`src/rtl/syscall_print_ctrl.sv`:
```
// Print-string syscall engine: takes over the datamem port, walks a null-terminated
// string word by word and streams its bytes over a valid/ready character interface.
module syscall_print_ctrl #(
  parameter logic [31:0] SYS_PRINT = 32'd4,
  parameter logic [31:0] TEXT_LO   = 32'h0040_0000,
  parameter logic [31:0] TEXT_HI   = 32'h0040_0400,
  parameter int          MAX_WORDS = 1024
) (
  input  logic        clk,
  input  logic        rst_n,
  input  logic        sys,
  input  logic [31:0] regv,
  input  logic [31:0] rega,
  input  logic [31:0] cpu_addr,
  input  logic        cpu_memwrite,
  input  logic        cpu_memwrite8,
  output logic [31:0] mem_addr,
  output logic        mem_memwrite,
  output logic        mem_memwrite8,
  input  logic [31:0] mem_rdata,
  output logic        stall,
  output logic        char_valid,
  output logic [7:0]  char_data,
  input  logic        char_ready,
  output logic        busy,
  output logic        done,
  output logic        overrun
);

  localparam int             CW   = $clog2(MAX_WORDS + 1);
  localparam logic [CW-1:0]  MAXW = CW'(MAX_WORDS);

  typedef enum logic [1:0] {S_IDLE, S_READ, S_EMIT, S_DONE} state_t;

  state_t          r_state;
  logic            r_sys_d;
  logic [31:0]     r_ptr;
  logic [31:0]     r_word;
  logic [1:0]      r_idx;
  logic [CW-1:0]   r_wcount;
  logic            r_overrun;

  logic            w_idle;
  logic            w_start;
  logic [7:0]      w_byte;
  logic            w_emit;

  assign w_idle  = (r_state == S_IDLE);
  assign w_start = sys && !r_sys_d && (regv == SYS_PRINT) &&
                   ((rega < TEXT_LO) || (rega > TEXT_HI));
  assign w_byte  = r_word[{r_idx, 3'b000} +: 8];
  assign w_emit  = (r_state == S_EMIT) && (w_byte != 8'h00);

  // The CPU sees datamem untouched while idle; the engine owns it otherwise.
  assign mem_addr      = w_idle ? cpu_addr : {r_ptr[31:2], 2'b00};
  assign mem_memwrite  = w_idle && cpu_memwrite;
  assign mem_memwrite8 = w_idle && cpu_memwrite8;

  assign stall      = !w_idle;
  assign busy       = !w_idle;
  assign done       = (r_state == S_DONE);
  assign char_valid = w_emit;
  assign char_data  = w_emit ? w_byte : 8'h00;
  assign overrun    = r_overrun;

  // NOTE: state uses non-blocking assignments so every register samples pre-edge values.
  always_ff @(posedge clk or negedge rst_n) begin
    if (!rst_n) begin
      r_state   <= S_IDLE;
      r_sys_d   <= 1'b0;
      r_ptr     <= '0;
      r_word    <= '0;
      r_idx     <= '0;
      r_wcount  <= '0;
      r_overrun <= 1'b0;
    end else begin
      r_sys_d <= sys;
      unique case (r_state)
        S_IDLE: begin
          if (w_start) begin
            r_ptr     <= {rega[31:2], 2'b00};
            r_wcount  <= '0;
            r_overrun <= 1'b0;
            r_state   <= S_READ;
          end
        end
        S_READ: begin
          r_word   <= mem_rdata;
          r_idx    <= '0;
          r_wcount <= r_wcount + 1'b1;
          r_ptr    <= r_ptr + 32'd4;
          r_state  <= S_EMIT;
        end
        S_EMIT: begin
          // A zero byte terminates without ever being presented to the consumer.
          if (w_byte == 8'h00) begin
            r_state <= S_DONE;
          end else if (char_ready) begin
            if (r_idx != 2'd3) begin
              r_idx <= r_idx + 1'b1;
            end else if (r_wcount == MAXW) begin
              r_overrun <= 1'b1;
              r_state   <= S_DONE;
            end else begin
              r_state <= S_READ;
            end
          end
        end
        S_DONE: r_state <= S_IDLE;
        default: r_state <= S_IDLE;
      endcase
    end
  end

endmodule

```
`config.mk`:
```
export PLATFORM = sky130hd
export DESIGN_NAME = syscall_print_ctrl
export DESIGN_NICKNAME = d
export VERILOG_FILES = /design/src/rtl/syscall_print_ctrl.sv
export SDC_FILE = /design/constraint.sdc
export NUM_CORES = 1
export LEC_CHECK = 0
export BUFFER_PORTS_ARGS = -buffer_cell sky130_fd_sc_hd__buf_2
export CORE_MARGIN = 5
export CORE_UTILIZATION = 45
export DETAILED_ROUTE_END_ITERATION = 7
export PLACE_DENSITY = 0.76
export SLEW_MARGIN = 15
export SYNTH_ARGS = -nofsm -noshare
export SYNTH_HDL_FRONTEND = slang
export SYNTH_SLANG_ARGS = --single-unit
```
`constraint.sdc`:
```
create_clock -name clk -period 2.65 [get_ports clk]
set_input_delay 0.3975 -clock clk [delete_from_list [all_inputs] [get_ports clk]]
set_output_delay 0.3975 -clock clk [all_outputs]
set_load 0.05 [all_outputs]
```
### After elaboration in Yosys (flattened, before gate mapping)

Cells that the tools add are included.

| storage, ports and cells | value |
|---|---|
| bits in registers | 81 |
| word-level logic and storage cells | 68 |

| cells by class | value |
|---|---|
| equality and inequality tests | 14 |
| shift operators | 1 |
| reductions and logical operators | 19 |
| magnitude comparators | 2 |
| add/sub/neg operators | 3 |
| multiplexer cells | 22 |

Operator list:

| operator | count |
|---|---|
| 32-bit two-way mux | 2 |
| 32-bit one-hot mux with 2 select lines | 1 |
| 32-bit by 3-bit adder with 32-bit output, second input constant | 1 |
| 32-bit by 3-bit equality test with 1-bit output, second input constant | 1 |
| 32-bit by 23-bit > comparator with 1-bit output, second input constant | 1 |
| 32-bit by 23-bit less-than comparator with 1-bit output, second input constant | 1 |
| 32-bit by 6-bit variable part select with 8-bit output | 1 |
| 11-bit one-hot mux with 2 select lines | 1 |
| 2-bit two-way mux | 8 |
| 11-bit by 1-bit adder with 11-bit output, second input constant | 1 |
| 11-bit equality test, second input constant | 1 |
| 11-bit two-way mux | 1 |
| 8-bit zero test | 1 |
| 8-bit two-way mux | 1 |
| 2-bit != test, second input constant | 4 |
| 2-bit one-hot mux with 4 select lines | 1 |
| 8-bit nonzero test | 1 |
| 1-bit logical AND | 6 |
| 2-bit by 1-bit != test with 1-bit output, second input constant | 3 |
| 6-bit AND reduction | 1 |
| 2-bit nonzero test | 3 |
| 1-bit two-way mux | 5 |
| 2-bit equality test, second input constant | 2 |
| 2-bit one-hot mux with 2 select lines | 1 |
| other kinds (11) | 12 |

### Longest topological paths before layout

Gate-level depths: netlist (run 1).

| logic depth | value |
|---|---|
| depth in word-level cells | 6 |
| mapped depth | 9 |
| gate-level depth less buffers | 7 |

### Worst setup path after synthesis (run 1)

No wires, ideal clock.

| timing path | value |
|---|---|
| kind | register -> output |
| from | reg r_idx[1] |
| to | out char_valid |
| arrival | 1.922 ns |
| stages on the path, launching flop included | 6 |
| slack | 0.330 ns |
| data required time | 2.253 ns |
| cells stage by stage | dfrtp_1 clkbuf_1 mux4_2 or4_1 nor2_4 nor2_1 |

| on the way | value |
|---|---|
| longest elaborated chain between the ends | 3 |

RTL lines:

| item | RTL line | source |
|---|---|---|
| from (decl) | 39 | `logic [1:0] r_idx;` |
| from (signal assigned) | 100 | `r_idx <= r_idx + 1'b1;` |
| 32-bit by 6-bit variable part select with 8-bit output | 51 | `assign w_byte = r_word[{r_idx, 3'b000} +: 8];` |
| 8-bit nonzero test | 52 | `assign w_emit = (r_state == S_EMIT) && (w_byte != 8'h00);` |
| 1-bit logical AND | 52 |  |
| to (decl) | 22 | `output logic char_valid,` |

Every way passes these cells.

### Worst setup path in the final report (run 1)

| timing path | value |
|---|---|
| from | reg r_idx[0] |
| to | out char_valid |

The elaborated chain is that of the path after synthesis.

==> results, run 1 <==
- The highest attainable clock frequency is 377.5 MHz.
- The number of cells traversed by the worst register-to-register path is 8.
- The total negative slack is 0 ps.
- The number of global-route vias before repair is 5389.
- Of the cells placed in the final design, the portion with a size suffix greater than 1 is 29.45%.
- The normalized max-slew margin is 55.44%.
- The reported net switching power is 2.712 mW.
- Once detail routing completed, the nets flagged for antenna violations numbered 0.
- Counting the fill cells in the layout gives 1071.
- The final-report hold violation count was 0.
- The total area inside the core boundary comes to 11420 um2.
- The dominant synthesized flop cell is dfrtp_1.
- Dividing the final minimum period by the clock period gives 99.97%.
- For this design, the sink count on the clock tree is 79.
- The routed via count is 5551.
- The standard cell area after detailed placement is 6369 um2.
- The run finished with clean final reports.
- The total number of yosys warnings is 0.
- The number of different library cells used by synthesis comes to 62.
- The fraction of synthesized cell area taken by the top area cell type is 37.81%.
- Between clock sinks in the finished design, the worst skew comes to 4.976 ps.
- The number of standard-cell rows in the floorplan is 39.
- The number of clock buffers added by TritonCTS is 9.
- The clock network fraction of total power is 21.4%.
- Entering global routing, the biggest net connects 52 pins.
- The startpoint identified for the worst register-to-register timing path is r_idx[0]$_DFFE_PN0P_.
- The cell type contributing the most total cell area after synthesis is dfrtp_1.
- The full die area is 13880 um2.
- For this design the ratio of total power to cell area is 933.7 nW/um2.
- The area of the mapped netlist is 5229 um2.
- The wire length of the first global-routing pass is 26.09 mm.
- The least setup slack across all paths after layout is 0.6786 ps.
- The sequential cells in the finished layout cover a total of 1977 um2.
- The count of unresolved DRC violations after routing is 0.
- The clock reaches the later pin of the worst-skew pair after 330 ps.
- TritonCTS built the clock tree.
- Yosys attributes the largest share of cell area to dfrtp_1 (38%), nand2_1 (16%), mux4_2 (3.4%).
- The setup-violating endpoint count in the final report is 0.
- The relative area change from synthesis to final layout is 28.52%.
- The total routing resource utilization after global routing is 22.18%.
- For this run, the share of the core covered by cells in the final layout is 58.85%.
- The final layout contains routed wiring with a total length of 15.75 mm.
- The type of element capturing the critical path is a primary output.
- The via count normalized by instance count is 5.636.
- The slew at the pin with the worst max-slew slack is 668.4 ps.
- The internal reg-to-reg setup slack is 320 ps.
- The arrival time reported for the critical path endpoint is 2250 ps.
- At the end of the flow, the number of nets in the layout was 975.
- The starting utilization of the core area is 45.79%.
- The violation count after the first detailed-route iteration is 454.
- In this run the worst hold path is classified as in -> async.
- The post-place setup slack is 178.8 ps.
- Combinational cells account for 44.5% of the total power.
- The final count of pins violating max slew is 0.
- The critical path is of the reg -> out type.
- The worst setup path is launched from a register.
- Net switching is 43.22% of the power.
- The worst flop-to-flop path endpoint is r_idx[0]$_DFFE_PN0P_.
- CTS placed an instance of clkbuf_16 at the clock tree root.
- The combined area of the multi-input logic cells is 3045 um2.
- The total global routing overflow is 0.
- The number of H-tree branching levels is 3.
- The synthesized instance count is 667.
- Sequential cells were found to cover 37.81% of the synthesized design area.
- The number of nets in the synthesized netlist is 805.
- The per-cell routed wire length is 15.99 um.
- The number of antenna repair diodes is 0.
- The capturing instance or port of the critical path is char_valid.
- The number of iterations in the first detailed-routing pass is 5.
- Max-cap violations in this run came to 0.
- Summed over all cells, the static leakage comes to 3.285 nW.
- Detailed placement ended at an HPWL of 11.52 mm.
- The initial antenna violation count came to 0.
- The launch point of the worst path is r_idx[0]$_DFFE_PN0P_.
- The maximum buffer depth of the clock tree is 2.
- The final instance area is 6720 um2.
- The shortest period the worst path allows is 2649 ps.
- Internal power comes to 3.562 mW.
- After clock tree synthesis, the clock-pin slew on the worst setup and hold paths is 60 ps.
- 181 I/O pins were placed.
- The mean area per synthesized cell is 7.839 um2.
- In this run the horizontal extent of the chip is 117.8 um.
- The count of flip-flops with a built-in enable after synthesis is 0.
- The routability congestion estimate is 0.9702.
- The peak ir drop on the vdd network is 517.6 uV.
- At the worst endpoint, the required time is 2250 ps.
- The synthesized design contains 79 register bits.
- Setup repair after global routing could not meet its margin everywhere.
- The height of the die is 117.8 um.
- The cts-stage hold buffer count is 0.
- The biggest fanout along the worst timing path is 9.
- The fraction of registers with async set or reset after synthesis is 100.0%.
- The sequential share of power is 34.1%.
- The port buffer count is 180.
## state kept, by name, summed over array words and instances (netlist names)
register	count
overrun	1
r_idx	2
r_ptr	30
r_state	2
r_sys_d	1
r_wcount	11
r_word	32
## how the worst min path moves through the flow
stage	end	slack (ps)	cells past startpoint	start
final	r_ptr[7]$_DFFE_PN0P_	100	1	rst_n
after global routing	r_ptr[7]$_DFFE_PN0P_	160	1	rst_n
after CTS	r_ptr[9]$_DFFE_PN0P_	130	1	rst_n
after detailed placement	r_word[18]$_DFFE_PN0P_	460	2	r_word[18]$_DFFE_PN0P_
after global placement	r_word[28]$_DFFE_PN0P_	450	2	r_word[28]$_DFFE_PN0P_
after floorplan	overrun$_DFFE_PN0P_	100	0	rst_n
## layout make-up
cell class	count	share of cell area, %
clock buffer	11	3.612
multi-input combinational	530	45.32
tap	143	2.662
sequential	79	29.42
clock inverter	5	1.210
inverter	8	0.4468
timing repair buffer	209	17.33
## timing repair
action / 4_1_cts / 5_1_grt
pin swaps: 1 / 0
resized for setup: 4 / 0
buffers inserted: 2 / 0
setup endpoints to repair: 1 / 1
## cell usage after synthesis, types with 6 or more instances
| cell type | instances |
|---|---|
| o311a_1 | 8 |
| clkbuf_1 | 39 |
| o2bb2ai_1 | 6 |
| o21ai_0 | 19 |
| buf_1 | 7 |
| mux4_2 | 8 |
| nand2_1 | 220 |
| nand4_1 | 13 |
| a21oi_1 | 13 |
| o21ai_1 | 7 |
| a31oi_1 | 10 |
| dfrtp_1 | 79 |
| mux2i_1 | 11 |
| nand3_1 | 18 |
| and3_1 | 15 |
| or3_1 | 6 |
| nor2_1 | 41 |
| nor4_1 | 22 |
| and4_1 | 7 |
| a32oi_1 | 9 |
| nand2b_1 | 6 |
| nor3_1 | 15 |
## logic make-up after synthesis
family          share of synthesized area [%]
mux                                     6.844
xor+xnor                               0.1675
simple gates                            34.82
compound gates                          14.98
fa+ha+maj                              0.9572
buf+inv                                 4.427
flops                                   37.81
## worst max-delay path, cell delays in order (launching register included)
cell	delay, ps
dfrtp_1	370
buf_12	150
mux4_2	510
or4_4	560
nor2_4	140
nor2_2	50
buf_6	150
## cell usage in the layout, fill, tap and decap left out, drive strengths merged, types with 3 or more instances in the layout
master	count
a21oi	13
a22o	3
a22oi	4
a2bb2oi	5
a31oi	10
a32oi	9
and2	6
and3	15
and4	7
buf	209
clkbuf	11
dfrtp	79
ha	4
inv	8
mux2	6
mux2i	11
mux4	8
nand2	220
nand2b	6
nand3	18
nand4	13
nor2	42
nor3	16
nor4	24
nor4b	5
o21ai	26
o2bb2ai	6
o311a	8
o31a	3
o32ai	3
or3	6
or4	6
## power groups by stage
stage               logic [mW]  clock network [mW]  registers, mW
detailed placement        2.77                   0           2.14
floorplan                 2.22                   0           1.93
global placement          2.74                   0           2.13
global route              3.07                1.42           2.21
finish                    2.79                1.34           2.14
CTS                       2.81                1.36           2.13
## per-stage QoR
step                hold slack [ps]  total power [mW]  std cells
floorplan                     101.9             4.150        667
global placement              454.0             4.864        967
detailed placement            462.8             4.917        967
CTS                           127.3             6.293        985
global route                  164.6             6.693        985
finish                        101.2             6.275        985
## per-layer routing
layer  vias up  share of wire [%]  global-route usage (%)
met3        29                7.1                   3.604
li1       2737                  -                       -
met5         -                  0                       0
met2       241                 48                   37.38
met1      2544                 43                   29.34
met4         0                2.0                   6.667
Note: power is estimated with default switching activity, not from simulation.
==> run 2: changes to the inputs <==
Clock period 2.65 ns to 3.2 ns, I/O delays scaled along.
==> run 2 against run 1 <==
Effect of this change: die area is the same; combinational power shrank 22%; sequential share of layout area grew 0.90 points; first-iteration DRC count shrank 24%; count of clock-buffer cells in the layout shrank 2; clock skew grew 4.2 ps; largest power group unchanged.
==> results, run 2 (synthesized netlist as in run 1, its figures left out) <==
- The maximum buffer depth of the clock tree is 2 (unchanged).
- The initial antenna violation count was 0 (unchanged).
- The combined area of the multi-input logic cells is 3039 um2 (was 3045 um2).
- The number of global-route vias before repair is 5186 (was 5389).
- The routed via count is 5496 (was 5551).
- The leakage power of the design is 3.174 nW (was 3.285 nW).
- The arrival time reported for the critical path endpoint came to 2510 ps (was 2250 ps).
- The number of H-tree branching levels is 3 (unchanged).
- The cell at the slowest stage of the critical path is or4_1 (was or4_4).
- The total clock sinks is 79 (unchanged).
- The net count reported at finish is 957 (was 975).
- The pin count of the biggest net entering global routing is 80 (was 52).
- The hold path depth is 1.
- The path category of the worst min-delay check is in -> reg (was in -> async).
- The number of antenna repair diodes was 0 (unchanged).
- Setup repair after global routing missed its margin: no (was yes).
- The port buffer count is 180 (unchanged).
- The via count normalized by instance count is 5.684 (was 5.636).
- The family of cells with the greatest summed delay on the critical path was simple AND/OR/NAND/NOR gates (unchanged).
- Outcome: completed (unchanged).
- The internal reg-to-reg setup slack is 810 ps (was 320 ps).
- The type of element capturing the critical path is a primary output (unchanged).
- The total negative slack is 0 ps (unchanged).
- The height of the die is 117.8 um (unchanged).
- For hold timing, the worst endpoint is r_sys_d$_DFF_PN0_.
- The detailed placement HPWL is 10.84 mm (was 11.52 mm).
- The part of the cycle the worst path needs is 93.30%.
- The required time at the worst-slack endpoint is 2720 ps (was 2250 ps).
- The placeable core area was 11420 um2 (unchanged).
- The worst reg2reg path startpoint is r_idx[0]$_DFFE_PN0P_ (unchanged).
- The final count of pins violating max slew came to 0 (unchanged).
- The combined buffer and inverter count along the critical path is 1 (was 2).
- The starting utilization of the core area is 45.79% (unchanged).
- The TritonCTS clock tree is built (unchanged).
- The most congested layer reported by global routing is met2 (unchanged).
- The most common library cell in the layout ignoring fill and taps is nand2_1 (unchanged).
- The relative area change from synthesis to final layout is 24.77% (was 28.52%).
- The routability congestion estimate is 0.9462 (was 0.9702).
- The violation count after the first detailed-route iteration was 343 (was 454).
- The kind of critical path is reg -> out (unchanged).
- The startpoint identified for the worst hold timing path is sys.
- The number of CTS-inserted buffers is 9 (unchanged).
- The clock slew seen by the registers of the worst setup and hold paths is 70 ps (was 60 ps).
- The x dimension of the die is 117.8 um (unchanged).
- The wire length of the first global-routing pass is 25.27 mm (was 26.09 mm).
- The worst path in the final design needs a cycle of 2986 ps, including I/O delays and setup.
- For this run, the top clock speed supported by timing is 334.9 MHz.
- The biggest fanout along the worst timing path is 11 (was 9).
- The startpoint kind of the worst setup timing path is a register (unchanged).
- The post-CTS setup repair buffer count was 0 (was 2).
- The share of final-layout standard cells stronger than drive strength 1 is 27.91% (was 29.45%).
- The normalized max-slew margin was 32.63% (was 55.44%).
- The slew at the pin with the worst max-slew slack is 1011 ps (was 668.4 ps).
- The count of unresolved DRC violations after routing was 0 (unchanged).
- The number of flip-flops in the largest register was 32 (unchanged).
- List of cells traversed by the critical path: mux4_2 -> or4_1 -> nor2_4 -> nor2_1 -> buf_2 (was buf_12 -> mux4_2 -> or4_4 -> nor2_4 -> nor2_2 -> buf_6).
- The number of iterations in the first detailed-routing pass is 5 (unchanged).
- The max-cap violation count was 0 (unchanged).
- The clock tree root buffer cell was clkbuf_16 (unchanged).
- The number of fill cells in the layout is 1083 (was 1071).
- The met3 capacity usage during global routing is 5.574% (was 3.604%).
- The largest clock skew in the final design is 9.190 ps (was 4.976 ps).
- The number of cells traversed by the worst register-to-register path is 6 (was 8).
- The peak ir drop on the vdd network came to 496.6 uV (was 517.6 uV).
- The power per cell area is 779.1 nW/um2 (was 933.7 nW/um2).
- Largest registers: r_word: 32 flops, r_ptr: 30 flops, r_wcount: 11 flops (unchanged).
- The critical path depth in cells is 5 (was 6).
- The number of top-level pins is 181 (unchanged).
- The met1 layer usage reported by global route is 28.82% (was 29.34%).
- The number of routed nets with antenna violations is 0 (unchanged).
- The met2 capacity usage during global routing was 35.18% (was 37.38%).
- The final-report hold violation count came to 0 (unchanged).
- The aggregate routed wire length is 15.50 mm (was 15.75 mm).
- The per-cell routed wire length is 16.03 um (was 15.99 um).
- The number of standard-cell rows in the floorplan is 39 (unchanged).
- The total global routing overflow came to 0 (unchanged).
- The full die area is 13880 um2 (unchanged).
- The register cell area after layout is 1978 um2 (was 1977 um2).
- The worst flop-to-flop path endpoint is r_idx[0]$_DFFE_PN0P_ (unchanged).
- The latest clock arrival within the worst-skew pair was 330 ps (about the same).
- The setup-violating endpoint count in the final report was 0 (unchanged).
- The final hold slack is 284.8 ps (was 101.2 ps).
- The total routing resource utilization after global routing is 21.46% (was 22.18%).
- The stage delay of the slowest cell on the critical path is 600 ps (was 560 ps).
- The register name with the most flops is r_word (unchanged).
- Commonest cells after routing, fill and taps aside: nand2_1 (220), buf_2 (179), dfrtp_1 (78), nor2_1 (39), nor4_1 (22) (was nand2_1 (220), buf_2 (178), dfrtp_1 (79), nor2_1 (38), buf_4 (27)).
run 2: changes by cell type in the layout (fill, tap and decap cells not counted), moves of 2 or more:
| cell | previous run | this run |
|---|---|---|
| buf_12 | 3 | 0 |
| buf_4 | 27 | 12 |
| inv_6 | 0 | 3 |
| inv_8 | 0 | 2 |
run 2: worst max-delay path by stage:
stage / start / endpoint / slack, ps
after floorplan: r_idx[1]$_DFFE_PN0P_ / char_valid / 800
after global placement: r_idx[0]$_DFFE_PN0P_ / char_valid / 420
after detailed placement: r_idx[0]$_DFFE_PN0P_ / char_valid / 420
after CTS: r_idx[0]$_DFFE_PN0P_ / char_valid / 180
after global routing: r_idx[0]$_DFFE_PN0P_ / char_valid / 110
final: r_idx[0]$_DFFE_PN0P_ / char_valid / 210
run 2: final cells by class:
class,count,area share [%]
clock buffer,9,3.452
clock inverter,7,1.323
inverter,8,0.4603
multi-input combinational,530,46.59
sequential,79,30.32
tap,143,2.743
timing repair buffer,191,15.11
run 2: power by group:
group          internal [mW]  switching [mW]  total (mW)
Sequential              1.37           0.444        1.81
Combinational          0.805            1.39        2.19
Clock                  0.624           0.455        1.08
run 2: what timing repair did:
item / 4_1_cts / 5_1_grt
gates resized for setup: 1 / 0
setup endpoints to repair: 1 / 0
hold buffers: 0 / 0
endpoints found under the hold margin: 0 / 0
run 2: metrics by stage:
step	std cells	setup slack (ps)	power [mW]	util, %	cell area, um2
detailed placement	951	418.9	3.993	54.39	6211
finish	967	214.4	5.082	57.13	6524
global route	967	109.7	5.420	57.13	6524
global placement	951	417.0	3.957	54.39	6211
floorplan	667	798.0	3.437	-	5229
CTS	967	179.2	5.104	57.13	6524
run 2: layer usage:
metal / up-vias / share of wire, %
met5: - / 0
met4: 0 / 0.84
met3: 16 / 7.7
met2: 217 / 48
met1: 2557 / 43
li1: 2706 / -
==> run 3: changes to the inputs <==
Settings changed: ABC_AREA set to 1, PLACE_DENSITY 0.76 to 0.75.
==> run 3 against run 2 <==
Effect of this change: worst setup slack better by 240 ps; cell count is 28% higher; combinational power grew 73%; utilization down 0.97 points; design area grew 3.4%; highest routed layer unchanged.
==> results, run 3 <==
- Outcome: completed (unchanged).
- The arrival time reported for the critical path endpoint is 2270 ps (was 2510 ps).
- The post-CTS setup repair buffer count came to 0 (unchanged).
- The total routing resource utilization after global routing is 22.35% (was 21.46%).
- The total clock sinks was 79 (unchanged).
- Largest registers: r_word: 32 flops, r_ptr: 30 flops, r_wcount: 11 flops (unchanged).
- The leakage power of the design was 3.723 nW (was 3.174 nW).
- The largest clock skew in the final design came to 8.628 ps (was 9.190 ps).
- The detailed placement HPWL is 12.50 mm (was 10.84 mm).
- The number of standard-cell rows in the floorplan came to 40 (was 39).
- The total negative slack is 0 ps (unchanged).
- The slew at the pin with the worst max-slew slack is 1015 ps (was 1011 ps).
- The power per cell area is 987.0 nW/um2 (was 779.1 nW/um2).
- The cell at the slowest stage of the critical path is dfrtp_1 (was or4_1).
- The x dimension of the die is 120.7 um (was 117.8 um).
- The type of element capturing the critical path is a primary output (unchanged).
- The relative area change from synthesis to final layout is 22.43% (was 24.77%).
- The number of CTS-inserted buffers is 9 (unchanged).
- The peak ir drop on the vdd network is 677.6 uV (was 496.6 uV).
- The path category of the worst min-delay check was in -> reg (unchanged).
- The via count normalized by instance count was 4.937 (was 5.684).
- The setup-violating endpoint count in the final report came to 0 (unchanged).
- Setup repair after global routing missed its margin: no (unchanged).
- The height of the die is 120.7 um (was 117.8 um).
- The clock slew seen by the registers of the worst setup and hold paths came to 60 ps (was 70 ps).
- The cts-stage hold buffer count was 0 (unchanged).
- The number of flip-flops in the largest register was 32 (unchanged).
- The sequential cell area fraction in the yosys report was 35.88% (was 37.81%).
- The post-cts sizing count was 0 (was 1).
- The shortest period the worst path allows is 2748 ps (was 2986 ps).
- The highest attainable clock frequency is 363.9 MHz (was 334.9 MHz).
- List of cells traversed by the critical path: inv_4 -> nand2_1 -> nand3_1 -> nand2_1 -> nand2_1 -> nor2_2 -> nand2_2 -> nand2_4 -> inv_4 -> buf_2 (was mux4_2 -> or4_1 -> nor2_4 -> nor2_1 -> buf_2).
- The area of the mapped netlist is 5510 um2 (was 5229 um2).
- The family of cells with the greatest summed delay on the critical path is flip-flops (was simple AND/OR/NAND/NOR gates).
- The wire length of the first global-routing pass came to 26.27 mm (was 25.27 mm).
- The unique cell type count in the Yosys netlist is 28 (was 62).
- The utilization after layout came to 56.17% (was 57.13%).
- The per-cell routed wire length was 13.27 um (was 16.03 um).
- The number of fill cells in the layout is 1214 (was 1083).
- The port buffer count is 180 (unchanged).
- The fraction of synthesized cell area taken by the top area cell type came to 35.88% (was 37.81%).
- The number of storage elements in the synthesis netlist is 79 (unchanged).
- The synthesized instance count is 921 (was 667).
- The placeable core area came to 12010 um2 (was 11420 um2).
- The internal reg-to-reg setup slack is 1190 ps (was 810 ps).
- The mean area per synthesized cell is 5.983 um2 (was 7.839 um2).
- The final-report hold violation count is 0 (unchanged).
- Commonest cells after routing, fill and taps aside: nand2_1 (454), buf_2 (179), nor2_1 (114), nand3_1 (82), dfrtp_1 (79) (was nand2_1 (220), buf_2 (179), dfrtp_1 (78), nor2_1 (39), nor4_1 (22)).
- The routed via count was 6097 (was 5496).
- The number of antenna repair diodes is 0 (unchanged).
- The cell type contributing the most total cell area after synthesis is dfrtp_1 (unchanged).
- The pin count of the biggest net entering global routing came to 80 (unchanged).
- The normalized max-slew margin came to 32.34% (was 32.63%).
- The max-cap violation count was 0 (unchanged).
- The combined buffer and inverter count along the critical path is 3 (was 1).
- The violation count after the first detailed-route iteration is 415 (was 343).
- Most used standard cells in the synthesized netlist: nand2_1 (454), nor2_1 (115), nand3_1 (82) (was nand2_1 (220), dfrtp_1 (79), nor2_1 (41)).
- The cell count after placement is 1221 (was 951).
- The biggest fanout along the worst timing path was 20 (was 11).
- The TritonCTS clock tree is built (unchanged).
- The register name with the most flops is r_word (unchanged).
- The most common library cell in the layout ignoring fill and taps is nand2_1 (unchanged).
- The total global routing overflow is 0 (unchanged).
- The most used cell along the critical path is nand2_1.
- The number of top-level pins is 181 (unchanged).
- The latest clock arrival within the worst-skew pair is 340 ps (was 330 ps).
- The full die area is 14560 um2 (was 13880 um2).
- The starting utilization of the core area is 45.88% (was 45.79%).
- The final hold slack is 263.8 ps (was 284.8 ps).
- The synthesized net count is 1059 (was 805).
- The initial antenna violation count came to 0 (unchanged).
- The number of routed nets with antenna violations is 0 (unchanged).
- The total number of yosys warnings is 0 (unchanged).
- The dominant synthesized flop cell is dfrtp_1 (unchanged).
- The aggregate routed wire length is 16.39 mm (was 15.50 mm).
- The final count of pins violating max slew is 0 (unchanged).
- The count of flip-flops with a built-in enable after synthesis is 0 (unchanged).
- The number of global-route vias before repair is 5559 (was 5186).
- Leading post-synthesis cells by cell area: dfrtp_1 (36%), nand2_1 (31%), nor2_1 (7.8%) (was dfrtp_1 (38%), nand2_1 (16%), mux4_2 (3.4%)).
- The maximum buffer depth of the clock tree is 2 (unchanged).
- The part of the cycle the worst path needs is 85.88% (was 93.30%).
- The final cell count without fillers is 1235 (was 967).
- The routability congestion estimate came to 0.9273 (was 0.9462).
- The number of H-tree branching levels came to 3 (unchanged).
- The stage delay of the slowest cell on the critical path is 750 ps (was 600 ps).
- The number of iterations in the first detailed-routing pass came to 5 (unchanged).
- The kind of critical path is reg -> out (unchanged).
- The fraction of registers with async set or reset after synthesis was 100.0% (unchanged).
- The net count reported at finish is 1223 (was 957).
- The startpoint kind of the worst setup timing path is a register (unchanged).
- The most repeated cell in the gate-level netlist after synthesis is nand2_1 (unchanged).
- The count of unresolved DRC violations after routing was 0 (unchanged).
- The clock tree root buffer cell is clkbuf_16 (unchanged).
- The share of final-layout standard cells stronger than drive strength 1 is 20.50% (was 27.91%).
- The required time at the worst-slack endpoint is 2720 ps (about the same).
run 3: power by group:
| group | total, mW | leakage [nW] | switching (mW) | internal [mW] |
|---|---|---|---|---|
| registers | 1.94 | 0.980 | 0.494 | 1.44 |
| logic | 3.78 | 2.61 | 2.80 | 0.982 |
| clock network | 0.941 | 0.132 | 0.383 | 0.558 |
| total | 6.66 | 3.72 | 3.68 | 2.98 |
run 3: cells by family (layout without fill, tap and decap cells):
logic type | count (synthesis) | in the layout | share of synthesized area, %
flip-flops | 79 | 79 | 35.88
adder cells (fa/ha/maj) | 4 | 4 | 0.9083
AO/OA/AOI/OAI | 51 | 51 | 4.791
AND/OR/NAND/NOR | 681 | 681 | 50.00
buffers and inverters | 103 | 270 | 7.947
XOR/XNOR | 3 | 3 | 0.4769
run 3: final cells by class:
| class | count | area [um2] | area share (%) |
|---|---|---|---|
| clock inverters | 1 | 5.005 | 0.07418 |
| well taps | 147 | 183.9 | 2.726 |
| repair buffers | 185 | 940.9 | 13.95 |
| inverters | 71 | 271.5 | 4.024 |
| multi-input cells | 739 | 3108 | 46.07 |
| flip-flops and latches | 79 | 1977 | 29.30 |
| clock buffers | 13 | 260.3 | 3.858 |
run 3: final timing paths:
check,start,endpoint,cells past startpoint
min in group asynchronous,rst_n,r_word[6]$_DFFE_PN0P_,1
min reg2reg,r_word[21]$_DFFE_PN0P_,r_word[21]$_DFFE_PN0P_,2
max reg2reg,r_idx[0]$_DFFE_PN0P_,r_state[1]$_DFFE_PN0P_,11
max,r_idx[0]$_DFFE_PN0P_,char_valid,10
min,sys,r_sys_d$_DFF_PN0_,1
max in group asynchronous,rst_n,r_word[28]$_DFFE_PN0P_,1
run 3: worst reg2reg max path: cells and delay by family (launching register included):
family                 cells  cell delay, ps
buffers and inverters      2             260
DFF                        1             750
and+or+nand+nor            9             840
run 3: metrics by stage:
stage / setup WS [ps] / power [mW] / instance area [um2]
floorplan: 685.4 / 4.819 / 5510
global placement: 840.2 / 5.693 / 6481
detailed placement: 821.8 / 5.738 / 6481
CTS: 442.3 / 6.694 / 6746
global route: 227.8 / 7.215 / 6746
finish: 451.7 / 6.659 / 6746
run 3: metal layers:
| metal | vias up | GRT usage (%) | wire length, um |
|---|---|---|---|
| met3 | 23 | 5.285 | 1385 |
| met2 | 238 | 38.07 | 7654 |
| met4 | 0 | 5.878 | 332 |
| met1 | 2665 | 28.52 | 7018 |
| li1 | 3171 | - | - |
| met5 | - | 0 | 0 |
